## src/rtl/ifu_pkg.sv

```systemverilog
// rtl/ifu_pkg.sv - shared types and constants for the instruction fetch unit
package ifu_pkg;

    typedef enum logic [1:0] {
        IDLE = 2'd0,
        REQ  = 2'd1,
        WAIT = 2'd2,
        DROP = 2'd3
    } fetch_state_t;

    typedef struct packed {
        logic [63:0] pc;
        logic [31:0] inst;
    } fetch_entry_t;

    localparam logic [63:0] IFU_RESET_PC = 64'h8000_0000;
    localparam logic [31:0] INST_NOP     = 32'h0000_0013;

    // Pick the 32-bit instruction out of an aligned doubleword by pc[2].
    function automatic logic [31:0] select_word(input logic [63:0] data, input logic hi);
        return hi ? data[63:32] : data[31:0];
    endfunction

endpackage

```

## src/rtl/ifu_fetch_fifo.sv

```systemverilog
// rtl/ifu_fetch_fifo.sv - small {pc, inst} buffer between fetch and decode
//
// Ports:
//   clk, rst        clock, synchronous active-high reset
//   push, push_data write one entry at the tail
//   pop             remove the head entry
//   flush           empty the buffer; overrides a same-cycle push/pop
//   count           number of valid entries (0..DEPTH)
//   head            head entry, all-zero while empty
module ifu_fetch_fifo
    import ifu_pkg::*;
#(
    parameter int DEPTH = 2
) (
    input  logic                     clk,
    input  logic                     rst,
    input  logic                     push,
    input  fetch_entry_t             push_data,
    input  logic                     pop,
    input  logic                     flush,
    output logic [$clog2(DEPTH):0]   count,
    output fetch_entry_t             head
);

    localparam int AW = $clog2(DEPTH);
    localparam int CW = AW + 1;

    fetch_entry_t     mem [DEPTH];
    logic [AW-1:0]    wr_ptr;
    logic [AW-1:0]    rd_ptr;
    logic             do_push;
    logic             do_pop;

    // DEPTH is a power of two, so pointer wrap is plain overflow.
    assign do_push = push && !flush;
    assign do_pop  = pop && !flush && (count != '0);

    always_ff @(posedge clk) begin
        if (rst || flush) begin
            wr_ptr <= '0;
            rd_ptr <= '0;
            count  <= '0;
        end else begin
            if (do_push) begin
                wr_ptr <= wr_ptr + 1'b1;
            end
            if (do_pop) begin
                rd_ptr <= rd_ptr + 1'b1;
            end
            count <= count + CW'(do_push) - CW'(do_pop);
        end
    end

    always_ff @(posedge clk) begin
        if (do_push) begin
            mem[wr_ptr] <= push_data;
        end
    end

    // Storage is not reset; gating keeps inst/inst_pc at zero while empty.
    assign head = (count != '0) ? mem[rd_ptr] : '0;

endmodule

```

## src/rtl/ifu_fetch_unit.sv

```systemverilog
// rtl/ifu_fetch_unit.sv - fetch PC, one-outstanding memory request FSM, decode buffer
//
// Ports:
//   clk, rst                 clock, synchronous active-high reset
//   req_valid/ready/addr     doubleword read request toward instruction memory
//   resp_valid/resp_data     one response per accepted request, no backpressure
//   inst_valid/ready         head of the decode buffer handshake
//   inst, inst_pc            instruction word and its PC
//   redirect_valid/pc        new fetch PC from execute; flushes everything in flight
module ifu_fetch_unit
    import ifu_pkg::*;
#(
    parameter logic [63:0] RESET_PC   = IFU_RESET_PC,
    parameter int          FIFO_DEPTH = 2
) (
    input  logic        clk,
    input  logic        rst,
    output logic        req_valid,
    input  logic        req_ready,
    output logic [63:0] req_addr,
    input  logic        resp_valid,
    input  logic [63:0] resp_data,
    output logic        inst_valid,
    input  logic        inst_ready,
    output logic [31:0] inst,
    output logic [63:0] inst_pc,
    input  logic        redirect_valid,
    input  logic [63:0] redirect_pc
);

    localparam int CW = $clog2(FIFO_DEPTH) + 1;

    fetch_state_t    state;
    fetch_state_t    state_n;
    logic [63:0]     pc;
    logic [CW-1:0]   count;
    fetch_entry_t    head;
    fetch_entry_t    push_data;
    logic            handshake;
    logic            push;
    logic            pop;
    logic            unused_redirect_lsbs;

    assign unused_redirect_lsbs = ^redirect_pc[1:0];

    // Issuing only with a free slot means the single outstanding response
    // always has room, so resp never needs backpressure.
    assign req_valid = (state == REQ) && (count < CW'(FIFO_DEPTH));
    assign req_addr  = {pc[63:3], 3'b000};
    assign handshake = req_valid && req_ready;

    // A response in the redirect cycle belongs to the old path and is dropped.
    assign push      = (state == WAIT) && resp_valid && !redirect_valid;
    assign pop       = inst_valid && inst_ready;

    assign push_data.pc   = pc;
    assign push_data.inst = select_word(resp_data, pc[2]);

    always_ff @(posedge clk) begin
        if (rst) begin
            state <= IDLE;
            pc    <= RESET_PC;
        end else begin
            state <= state_n;
            if (redirect_valid) begin
                pc <= {redirect_pc[63:2], 2'b00};
            end else if (push) begin
                pc <= pc + 64'd4;
            end
        end
    end

    always_comb begin
        state_n = state;
        case (state)
            IDLE: state_n = REQ;
            REQ: begin
                // An accepted request under redirect still owes a response.
                if (handshake) begin
                    state_n = redirect_valid ? DROP : WAIT;
                end
            end
            WAIT: begin
                if (resp_valid) begin
                    state_n = REQ;
                end else if (redirect_valid) begin
                    state_n = DROP;
                end
            end
            DROP: begin
                if (resp_valid) begin
                    state_n = REQ;
                end
            end
            default: state_n = IDLE;
        endcase
    end

    ifu_fetch_fifo #(
        .DEPTH (FIFO_DEPTH)
    ) u_fifo (
        .clk       (clk),
        .rst       (rst),
        .push      (push),
        .push_data (push_data),
        .pop       (pop),
        .flush     (redirect_valid),
        .count     (count),
        .head      (head)
    );

    assign inst_valid = (count != '0);
    assign inst       = head.inst;
    assign inst_pc    = head.pc;

endmodule

```

## config.mk

```make
export PLATFORM = sky130hd
export DESIGN_NAME = ifu_fetch_unit
export DESIGN_NICKNAME = d
export VERILOG_FILES = /design/src/rtl/ifu_pkg.sv /design/src/rtl/ifu_fetch_fifo.sv /design/src/rtl/ifu_fetch_unit.sv
export SDC_FILE = /design/constraint.sdc
export NUM_CORES = 1
export LEC_CHECK = 0
export ABC_AREA = 1
export CAP_MARGIN = 20
export CORE_ASPECT_RATIO = 0.7
export CORE_UTILIZATION = 50
export CTS_CLUSTER_DIAMETER = 200
export DETAILED_ROUTE_END_ITERATION = 7
export PLACE_DENSITY = 0.8
export SLEW_MARGIN = 20
export SYNTH_ARGS = -nofsm -noshare
export SYNTH_HDL_FRONTEND = slang
export SYNTH_HIERARCHICAL = 1
export SYNTH_SLANG_ARGS = --single-unit
```

## constraint.sdc

```tcl
create_clock -name clk -period 13.2 [get_ports clk]
set_clock_uncertainty 0.15 [all_clocks]
set_input_delay 2.64 -clock clk [delete_from_list [all_inputs] [get_ports clk]]
set_output_delay 2.64 -clock clk [all_outputs]
set_load 0.01 [all_outputs]
```

==> metrics.md <==
| Metric | Value |
|---|---|
| Cell Area, Synth | `13,000 um^2` |
| Power per Cell Area | `115.0 nW/um^2` |
| Setup Viol. Count Final | `0` |
| Final Hold Viols | `0` |
| Initial DRC count | `1,163` |
| Clock Latency Late Sink | `0.53 ns` |
| R2R cell count | `8` |
| Post-synth EDFFs | `192` |
| Status | `finished clean` |
| Final min period | `5.998 ns` |
| LEAKAGE | `5.966 nW` |
| CTS Buf Count | `26` |
| H-tree lvl count | `1` |
| Commonest non-fill, non-tap cell in the layout | `nand2_1` |
| Routability-driven placement congestion ratio | `0.9621` |
| Max IR drop VDD | `0.09927 mV` |
| Post-DP HPWL | `26.43 mm` |
| Core area | `25,100 um^2` |
| Top achievable clock speed | `166.7 MHz` |
| Worst endpoint required time | `10.41 ns` |
| Die ar. | `26,660 um^2` |
| Nets | `1,870` |
| Sequential area share after synthesis | `54.98%` |
| DR WL/cell | `17.80 um` |
| Critical Path Fanout Max | `58` |
| Post-CTS Setup Inserts | `0` |
| Post-cts resize count | `0` |
| Mapped Cells | `1,521` |
| Post-Route Setup TNS | `0 ns` |
| CP startpoint kind | `register` |
| Synth area leaders | `edfxtp_1 44%, nand2_1 16%, dfxtp_1 11%` |
| Post-synth top area share | `44.35%` |
| Crit path DAT | `3.21 ns` |
| TritonRoute pass-1 iters | `6` |
| Cts hold-fix bufs | `0` |
| Vias post-DR | `11,050` |
| # placed instances | `2,027` |
| Most frequent cells in the layout | `557 x nand2_1, 288 x clkdlybuf4s50_1, 192 x edfxtp_1, 139 x a21oi_1, 131 x nor2_1` |
| MaxCap Viol Count | `0` |
| Setup crit end kind | `primary output` |
| Clock transition at the registers of the reported paths | `0.06 ns` |
| Die width | `194.7 um` |
| Global-route wire length before repair | `56.91 mm` |
| Yosys synthesis warning count | `6` |
| Place WS | `7.100 ns` |
| Reg-to-Reg Start | `state[0]` |
| Rows | `48` |
| Starting Density | `51.78%` |
| IO Port Bufs | `290` |
| Die Height | `136.9 um` |
| CTS max path bufs | `3` |
| Crit path to | `inst_pc[25]` |
| Synthesized flop and latch total | `261` |
| Drt total wl | `36.96 mm` |
| Pin count of the biggest net entering global routing | `63` |
| Post-route clock period utilization | `45.44%` |
| Non-Filler Instances | `2,077` |
| R2R Path End | `u_fifo/mem[0][1]` |
| Clock Tree Root | `clkbuf_16` |
| Total I/O pin count | `296` |
| Library cells used by synthesis | `41` |
| Layout Utilization | `65.85%` |
| Worst-margin pin slew | `0.9610 ns` |
| Layout Area Growth over Synthesis | `27.17%` |
| GRT Util Overall | `27.69%` |
| Avg Cell Area, Syn | `8.547 um^2` |
| Share of layout cells above drive strength 1 | `5.197%` |
| Drt drc | `0` |
| Initial antenna violation count | `2` |
| WS Path Type | `reg2out` |
| Flop-to-flop setup slack | `10.15 ns` |
| HP Class | `reg2reg` |
| Vias/cell | `5.319` |
| CTS tree | `yes` |
| Post-DRT Antenna Nets | `0` |
| Pins over their slew limit | `0` |
| Final WS setup | `7.202 ns` |
| Top FF cell, synth | `edfxtp_1` |
| RSZ-0062 raised after global routing | `no` |
| Max-slew headroom | `35.87%` |
| Vias in the first global route | `10,300` |
| Clock Sink Count | `261` |
| Total gr overflow | `0` |
| FFs w/ async S/R, synth | `0%` |
| Yosys top cell by area | `edfxtp_1` |
## registers in the layout, indices dropped and copies added (netlist names), named ones only
register,count
u_fifo/rd_ptr,1
state,2
u_fifo/count,2
u_fifo/mem,192
u_fifo/wr_ptr,1
pc,62
## cells in the mapped netlist (2+ instances only)
master / instances
or2_2: 2
nor2_2: 7
edfxtp_1: 192
clkbuf_1: 25
nor2_4: 6
a22o_1: 2
inv_1: 87
inv_2: 2
nand2_2: 8
nor3_1: 3
buf_4: 70
a22oi_1: 3
nand4_1: 11
o21ai_1: 4
xor2_1: 15
buf_6: 7
buf_2: 25
xnor2_1: 17
nand3_1: 41
a21oi_1: 139
and2_1: 2
dfxtp_1: 69
o21ai_0: 48
ha_1: 5
nand2_4: 2
a31oi_1: 22
nor2_1: 135
o21bai_1: 3
nand2_1: 557
## metrics by stage
stage | total power [mW] | hold slack, ns | cell area [um^2]
after floorplan | 1.063 | 0.2999 | 13020
after CTS | 1.912 | 0.3654 | 16510
final | 1.901 | 0.3744 | 16530
after detailed placement | 1.157 | 0.3539 | 15630
after global placement | 1.148 | 0.3280 | 15610
after global routing | 1.971 | 0.3871 | 16530
## cell type report
type	instances	area (um^2)
Antenna cell	1	2.502
Clock buffer	35	725.7
Clock inverter	13	153.9
Fill cell	2052	8572
Inverter	90	339.1
Multi-Input combinational cell	1049	4738
Sequential cell	261	7151
Tap cell	325	406.6
Timing Repair Buffer	303	3015
## kinds of logic after synthesis
| family | Yosys count | share of synthesized area [%] |
|---|---|---|
| adders and majority gates | 5 | 0.4812 |
| other | 1 | 0.02885 |
| buffers and inverters | 217 | 8.941 |
| xor gates and xnor gates | 32 | 2.156 |
| AOI/OAI and AO/OA | 227 | 9.269 |
| and+or+nand+nor | 778 | 24.15 |
| DFF | 261 | 54.98 |
## where the power goes
part | switching, mW | total [mW] | internal [mW]
registers | 0.0340 | 0.942 | 0.908
logic | 0.105 | 0.200 | 0.0950
clock network | 0.312 | 0.759 | 0.447
total | 0.451 | 1.90 | 1.45
## critical path, stage by stage (launching register included)
cell and delay (ns):
dfxtp_4 0.66, clkinv_2 0.65, buf_4 0.54, nand2_1 0.14, a21oi_1 0.10, clkdlybuf4s50_1 0.52
## worst min-delay path by stage
stage	slack (ns)	from	to	depth (start not counted)
6_report	0.37	state[0]	state[0]	2
5_1_grt	0.39	state[0]	state[0]	2
4_1_cts	0.37	state[0]	state[0]	2
3_5_place_dp	0.35	u_fifo/rd_ptr	register	2
3_3_place_gp	0.33	u_fifo/rd_ptr	u_fifo/rd_ptr	2
2_1_floorplan	0.30	u_fifo/wr_ptr	u_fifo/wr_ptr	2
## routing by layer
layer  share of wire, %  up-vias  global-route usage (%)
met1                 46     5204                   41.03
met3                8.7       57                   5.939
met4                2.3        2                   6.834
met5              0.032        -                       0
met2                 43      436                   41.22
li1                   -     5348                       -
Power figures use the tool's default switching activity.
